--- config.mk ---
export PLATFORM = sky130hd
export DESIGN_NAME = game_state_controller
export DESIGN_NICKNAME = d
export VERILOG_FILES = /design/src/rtl/game_pkg.sv /design/src/rtl/game_state_controller_tick_counter.sv /design/src/rtl/game_state_controller.sv
export SDC_FILE = /design/constraint.sdc
export NUM_CORES = 1
export LEC_CHECK = 0
export CAP_MARGIN = 20
export CELL_PAD_IN_SITES_DETAIL_PLACEMENT = 1
export CELL_PAD_IN_SITES_GLOBAL_PLACEMENT = 2
export CORE_ASPECT_RATIO = 1.5
export CORE_MARGIN = 5
export CORE_UTILIZATION = 24
export CTS_CLUSTER_DIAMETER = 60
export DETAILED_ROUTE_END_ITERATION = 12
export GPL_TIMING_DRIVEN = 0
export PLACE_DENSITY_LB_ADDON = 0.1
export SYNTH_ARGS = -nofsm -noshare
export SYNTH_HDL_FRONTEND = slang
export SYNTH_SLANG_ARGS = --single-unit
--- constraint.sdc ---
create_clock -name clk -period 2.1 [get_ports clk]
set_input_delay 0.21 -clock clk [delete_from_list [all_inputs] [get_ports clk]]
set_output_delay 0.21 -clock clk [all_outputs]
set_load 0.05 [all_outputs]
--- src/rtl/game_pkg.sv ---
// Shared pong game types: state encoding, winner codes and default constants.
// Imported by the game sequencer and by the ball, pad and score controllers.
package game_pkg;

  typedef enum logic [1:0] {
    START     = 2'b00,
    PLAY      = 2'b01,
    POINT     = 2'b10,
    GAME_OVER = 2'b11
  } game_state_t;

  localparam logic [1:0]  WIN_NONE = 2'b00;
  localparam logic [1:0]  WIN_P1   = 2'b01;
  localparam logic [1:0]  WIN_P2   = 2'b10;

  localparam logic [10:0] DEF_LEFT_GOAL_X  = 11'd20;
  localparam logic [10:0] DEF_RIGHT_GOAL_X = 11'd1004;
  localparam logic [3:0]  DEF_WIN_SCORE    = 4'd9;
  localparam int          DEF_POINT_TICKS  = 60;

endpackage

--- src/rtl/game_state_controller_tick_counter.sv ---
// Tick-enabled up-counter with synchronous clear and terminal-count flag.
// Saturates at LIMIT so it can never wrap back to zero.
module tick_counter #(
  parameter int LIMIT = 60,
  parameter int W     = $clog2(LIMIT + 1)
) (
  input  logic         clk,
  input  logic         rst,
  input  logic         clr,
  input  logic         en,
  output logic [W-1:0] count,
  output logic         tc
);

  logic [W-1:0] cnt_q;
  logic [W-1:0] cnt_d;

  // Clear has priority; otherwise count enabled ticks up to LIMIT
  always_comb begin
    cnt_d = cnt_q;
    if (clr) begin
      cnt_d = '0;
    end else if (en && (cnt_q != W'(LIMIT))) begin
      cnt_d = cnt_q + W'(1);
    end
  end

  // Counter register
  always_ff @(posedge clk or posedge rst) begin
    if (rst) cnt_q <= '0;
    else     cnt_q <= cnt_d;
  end

  assign count = cnt_q;
  assign tc    = (cnt_q == W'(LIMIT - 1));

endmodule

--- src/rtl/game_state_controller.sv ---
// Pong game sequencer: goal detection, point pause, winner and restart.
// Optional pause support is built when GAME_PAUSE_EN is defined.
module game_state_controller
  import game_pkg::*;
#(
  parameter logic [10:0] LEFT_GOAL_X  = DEF_LEFT_GOAL_X,
  parameter logic [10:0] RIGHT_GOAL_X = DEF_RIGHT_GOAL_X,
  parameter int          POINT_TICKS  = DEF_POINT_TICKS,
  parameter logic [3:0]  WIN_SCORE    = DEF_WIN_SCORE
) (
  input  logic        clk,
  input  logic        rst,
  input  logic        timing_tick,
  input  logic        start,
  input  logic        pause,
  input  logic [10:0] x_ball,
  input  logic [3:0]  player1_score,
  input  logic [3:0]  player2_score,
  output logic [1:0]  state,
  output logic        point_p1,
  output logic        point_p2,
  output logic        serve_dir,
  output logic [1:0]  winner,
  output logic        paused
);

  localparam int CW = $clog2(POINT_TICKS + 1);

  game_state_t state_q, state_d;
  logic        start_q;
  logic        point_p1_q, point_p1_d;
  logic        point_p2_q, point_p2_d;
  logic        serve_dir_q, serve_dir_d;
  logic [1:0]  winner_q, winner_d;
  logic        paused_q;

  logic          start_edge;
  logic          goal_l, goal_r;
  logic          eval_goal;
  logic          point_tick;
  logic          first_tick;
  logic          p1_wins, p2_wins;
  logic          game_end;
  logic [CW-1:0] cnt;
  logic          cnt_tc;

  // Decode the qualifying conditions shared by both FSM processes
  always_comb begin
    start_edge = start & ~start_q;
    goal_l     = (x_ball <= LEFT_GOAL_X);
    goal_r     = (x_ball >= RIGHT_GOAL_X);
    eval_goal  = (state_q == PLAY) & timing_tick & ~paused_q;
    point_tick = (state_q == POINT) & timing_tick;
    first_tick = point_tick & (cnt == '0);
    p1_wins    = (player1_score >= WIN_SCORE);
    p2_wins    = (player2_score >= WIN_SCORE);
    game_end   = first_tick & (p1_wins | p2_wins);
  end

  // Point pause timer: cleared outside POINT, counts ticks inside it
  tick_counter #(
    .LIMIT (POINT_TICKS),
    .W     (CW)
  ) u_point_cnt (
    .clk   (clk),
    .rst   (rst),
    .clr   (state_q != POINT),
    .en    (point_tick),
    .count (cnt),
    .tc    (cnt_tc)
  );

  // State register and start edge register
  always_ff @(posedge clk or posedge rst) begin
    if (rst) begin
      state_q <= START;
      start_q <= 1'b0;
    end else begin
      state_q <= state_d;
      start_q <= start;
    end
  end

  // Next-state logic
  always_comb begin
    state_d = state_q;
    unique case (state_q)
      START: begin
        if (start_edge) state_d = PLAY;
      end
      PLAY: begin
        if (eval_goal && (goal_l || goal_r)) state_d = POINT;
      end
      POINT: begin
        if (game_end)                 state_d = GAME_OVER;
        else if (point_tick && cnt_tc) state_d = PLAY;
      end
      GAME_OVER: begin
        if (start_edge) state_d = START;
      end
      default: state_d = START;
    endcase
  end

  // Output logic: point pulses, serve direction and winner
  always_comb begin
    point_p1_d  = 1'b0;
    point_p2_d  = 1'b0;
    serve_dir_d = serve_dir_q;
    winner_d    = winner_q;
    unique case (state_q)
      START: begin
        if (start_edge) begin
          winner_d    = WIN_NONE;
          serve_dir_d = 1'b1;
        end
      end
      PLAY: begin
        if (eval_goal && goal_l) begin
          point_p2_d  = 1'b1;
          serve_dir_d = 1'b0;
        end else if (eval_goal && goal_r) begin
          point_p1_d  = 1'b1;
          serve_dir_d = 1'b1;
        end
      end
      POINT: begin
        if (game_end) winner_d = p1_wins ? WIN_P1 : WIN_P2;
      end
      default: begin
      end
    endcase
  end

  // Registered outputs
  always_ff @(posedge clk or posedge rst) begin
    if (rst) begin
      point_p1_q  <= 1'b0;
      point_p2_q  <= 1'b0;
      serve_dir_q <= 1'b1;
      winner_q    <= WIN_NONE;
    end else begin
      point_p1_q  <= point_p1_d;
      point_p2_q  <= point_p2_d;
      serve_dir_q <= serve_dir_d;
      winner_q    <= winner_d;
    end
  end

`ifdef GAME_PAUSE_EN
  logic pause_q;
  logic paused_d;

  // Pause toggles on each pause edge while staying in PLAY
  always_comb begin
    paused_d = paused_q;
    if (state_d != PLAY) begin
      paused_d = 1'b0;
    end else if ((state_q == PLAY) && pause && !pause_q) begin
      paused_d = ~paused_q;
    end
  end

  // Pause edge register and paused flag
  always_ff @(posedge clk or posedge rst) begin
    if (rst) begin
      pause_q  <= 1'b0;
      paused_q <= 1'b0;
    end else begin
      pause_q  <= pause;
      paused_q <= paused_d;
    end
  end
`else
  logic unused_pause;
  assign unused_pause = pause;
  assign paused_q     = 1'b0;
`endif

  assign state     = state_q;
  assign point_p1  = point_p1_q;
  assign point_p2  = point_p2_q;
  assign serve_dir = serve_dir_q;
  assign winner    = winner_q;
  assign paused    = paused_q;

endmodule

==> impl_metrics.toml <==
[worst_setup_path]
reg2reg_slack_ps = 160
max_stage_delay_ps = 540
reg2reg_from = "u_point_cnt.count[4]"
r2r-end = "state[0]"
rr_worst_depth = 5
cp_max_fo = 5
crit_chain = "or4_1 > a2111o_1 > a21boi_1 > nand2b_4 > o21a_1"
crit_arrival_ps = 2070
endpoint_kind = "flip-flop"
crit_slowest_cell = "or4_1"
crit_type = "reg2reg"
crit_path_start_kind = "flip-flop"
required_ps = 2230

[yosys]
yosysWarningCount = 0
synth_cell_types = 37
synth_top_area_cell = "dfrtp_1"
synth_area_um2 = 810
synthFlopType = "dfrtp_1"
syn_inst = 85
synth_most_common_cell = "dfrtp_1"
ys_seq_area_frac = 0.434
synth.avg_cell_area_um2 = 9.52
yosysTopAreaCellShare = 0.402
synthesis.nets = 111
async_flop_share = 1.00
synth.area.top_cells = "dfrtp_1, nand2_1, dfstp_2, nor2_1, xnor2_1"
synthTopCellsByCount = "dfrtp_1, nand2_1, nor2_1"
synth_edf_count = 0
synth_seq_cells = 14

[power]
switching_power_mw = 0.440
p_int_mw = 0.716
clock_power_share = 0.222
p_comb_frac = 0.464
p_per_area_nw_per_um2 = 959
leakage_nw = 0.515
irDropWorstVdd_mv = 0.423
seqPwrFrac = 0.314
power_switching_share = 0.381

[floorplan]
row_count = 25
die_y_um = 81.1
pin_count = 32
coreArea_um2 = 3190
start_util = 0.254
die_x_um = 57.4
die_area_um2 = 4660

[cells_and_area]
design_area_um2 = 1200
layout-drive-gt1-share = 0.110
area_growth_pct = 48.8
num_antenna_cells = 0
fin_nets = 145

[drt]
vias = 740
drt_iter0_drc = 8
routed_via_density = 4.68
drcViolationCount = 0
wl_per_cell_um = 14.0
routed_wirelength_um = 2220
ant_nets = 0
drt_pass1_iterations = 2

[cts]
post_cts_buffers = 0
clk_latency_ps = 240
htreeDepth = 1
ctsResizeCount = 0
cts-hold-fix-buffers = 0
clk_path_buf_depth = 2
cts_tree = "built"
clockRootBuffer = "clkbuf_8"
clk_pin_slew_ps = 60
cts.sinks = 14
cts_buffers = 3

[global_routing]
grt_pass1_vias = 867
track_usage = 0.105
grt_overflow = 0
grt_max_degree = 15
antenna_found_initial = 0
grt_pass1_wl_um = 3790

[timing]
rsz0062_at_grt = "false"
post-route-period-util = 0.923
skew_ps = 2.59
fmax_mhz = 516
final.setup.tns_ps = 0
drv_slew = 0
setup_viol = 0
hold_slack_ps = 317
relSlewSlack = 0.633
finalHoldViolCount = 0
period_minus_slack_ps = 1940
worst_pin_slew_ps = 550

[run_status]
status = "completed"

[placed_design]
place_hpwl_um = 1830
placed_area_um2 = 1150
gp_congestion = 0.716
portBuffers = 29

[flow_run]
maxCapViolations = 0

[worst_hold_path]
hold_class = "in2async"
==> critical path: cells and delay by family (launching register included) <==
kind,cells,cell delay (ps)
AO/OA/AOI/OAI,3,710
AND/OR/NAND/NOR,2,700
flip-flops,1,430
==> sequential cells by signal, indices dropped and copies added (netlist names) <==
name               flops
winner                 2
start_q                1
point_p1               1
u_point_cnt.count      6
point_p2               1
state                  2
serve_dir              1
==> layout make-up <==
type,count,area [µm²]
Fill cell,378,1990
Multi-Input combinational cell,63,414
Sequential cell,14,352
Timing Repair Buffer,29,290
Clock buffer,4,55.1
Tap cell,40,50.0
Inverter,6,22.5
Buffer,2,21.3
==> power by group through the flow <==
stage	Clock [mW]	Combinational (mW)	Sequential [mW]
finish	0.256	0.536	0.363
global route	0.276	0.577	0.374
CTS	0.264	0.548	0.366
detailed placement	0	0.546	0.371
global placement	0	0.541	0.368
floorplan	0	0.228	0.499
==> worst max-delay path by stage <==
stage / startpoint / endpoint / slack (ps) / cells past startpoint
CTS: u_point_cnt.count[4] / state[0] / 140 / 5
global placement: timing_tick / state[0] / 120 / 6
detailed placement: timing_tick / state[0] / 150 / 6
global route: u_point_cnt.count[2] / state[0] / 70 / 5
floorplan: state[1] / state[0] / 170 / 6
finish: u_point_cnt.count[4] / state[0] / 160 / 5
==> cell families after synthesis <==
family | count (synthesis) | share of synthesized area
buffers and inverters | 8 | 0.0541
xor gates and xnor gates | 4 | 0.0433
and+or+nand+nor | 35 | 0.241
DFF | 14 | 0.434
other | 1 | 0.00463
muxes | 1 | 0.0124
adders and majority gates | 2 | 0.0309
AOI/OAI and AO/OA | 20 | 0.179
==> layer usage <==
metal | routed length [µm] | GRT usage
met1 | 806 | 0.101
met2 | 1270 | 0.207
met3 | 119 | 0.0270
met4 | 19 | 0.0418
met5 | 0 | 0
==> cells in the final DEF, fill, tap and decap left out, types with 3 or more instances in the layout <==
master and n:
nand2_1 9, clkbuf_8 5, dfrtp_1 13, a21oi_1 3, o21ai_0 3, xnor2_1 3
nor2_1 7, nand3_1 5, clkdlybuf4s50_1 29, inv_1 6, nor3_1 3
==> through the flow <==
step | total power [mW] | setup slack (ps) | std cells | util
after CTS | 1.18 | 140 | 158 | 0.378
after global routing | 1.23 | 71.0 | 158 | 0.378
final | 1.16 | 162 | 158 | 0.378
after floorplan | 0.727 | 167 | 85 | -
after detailed placement | 0.917 | 148 | 154 | 0.360
after global placement | 0.909 | 123 | 154 | 0.360
Note: power is estimated with default switching activity, not from simulation.
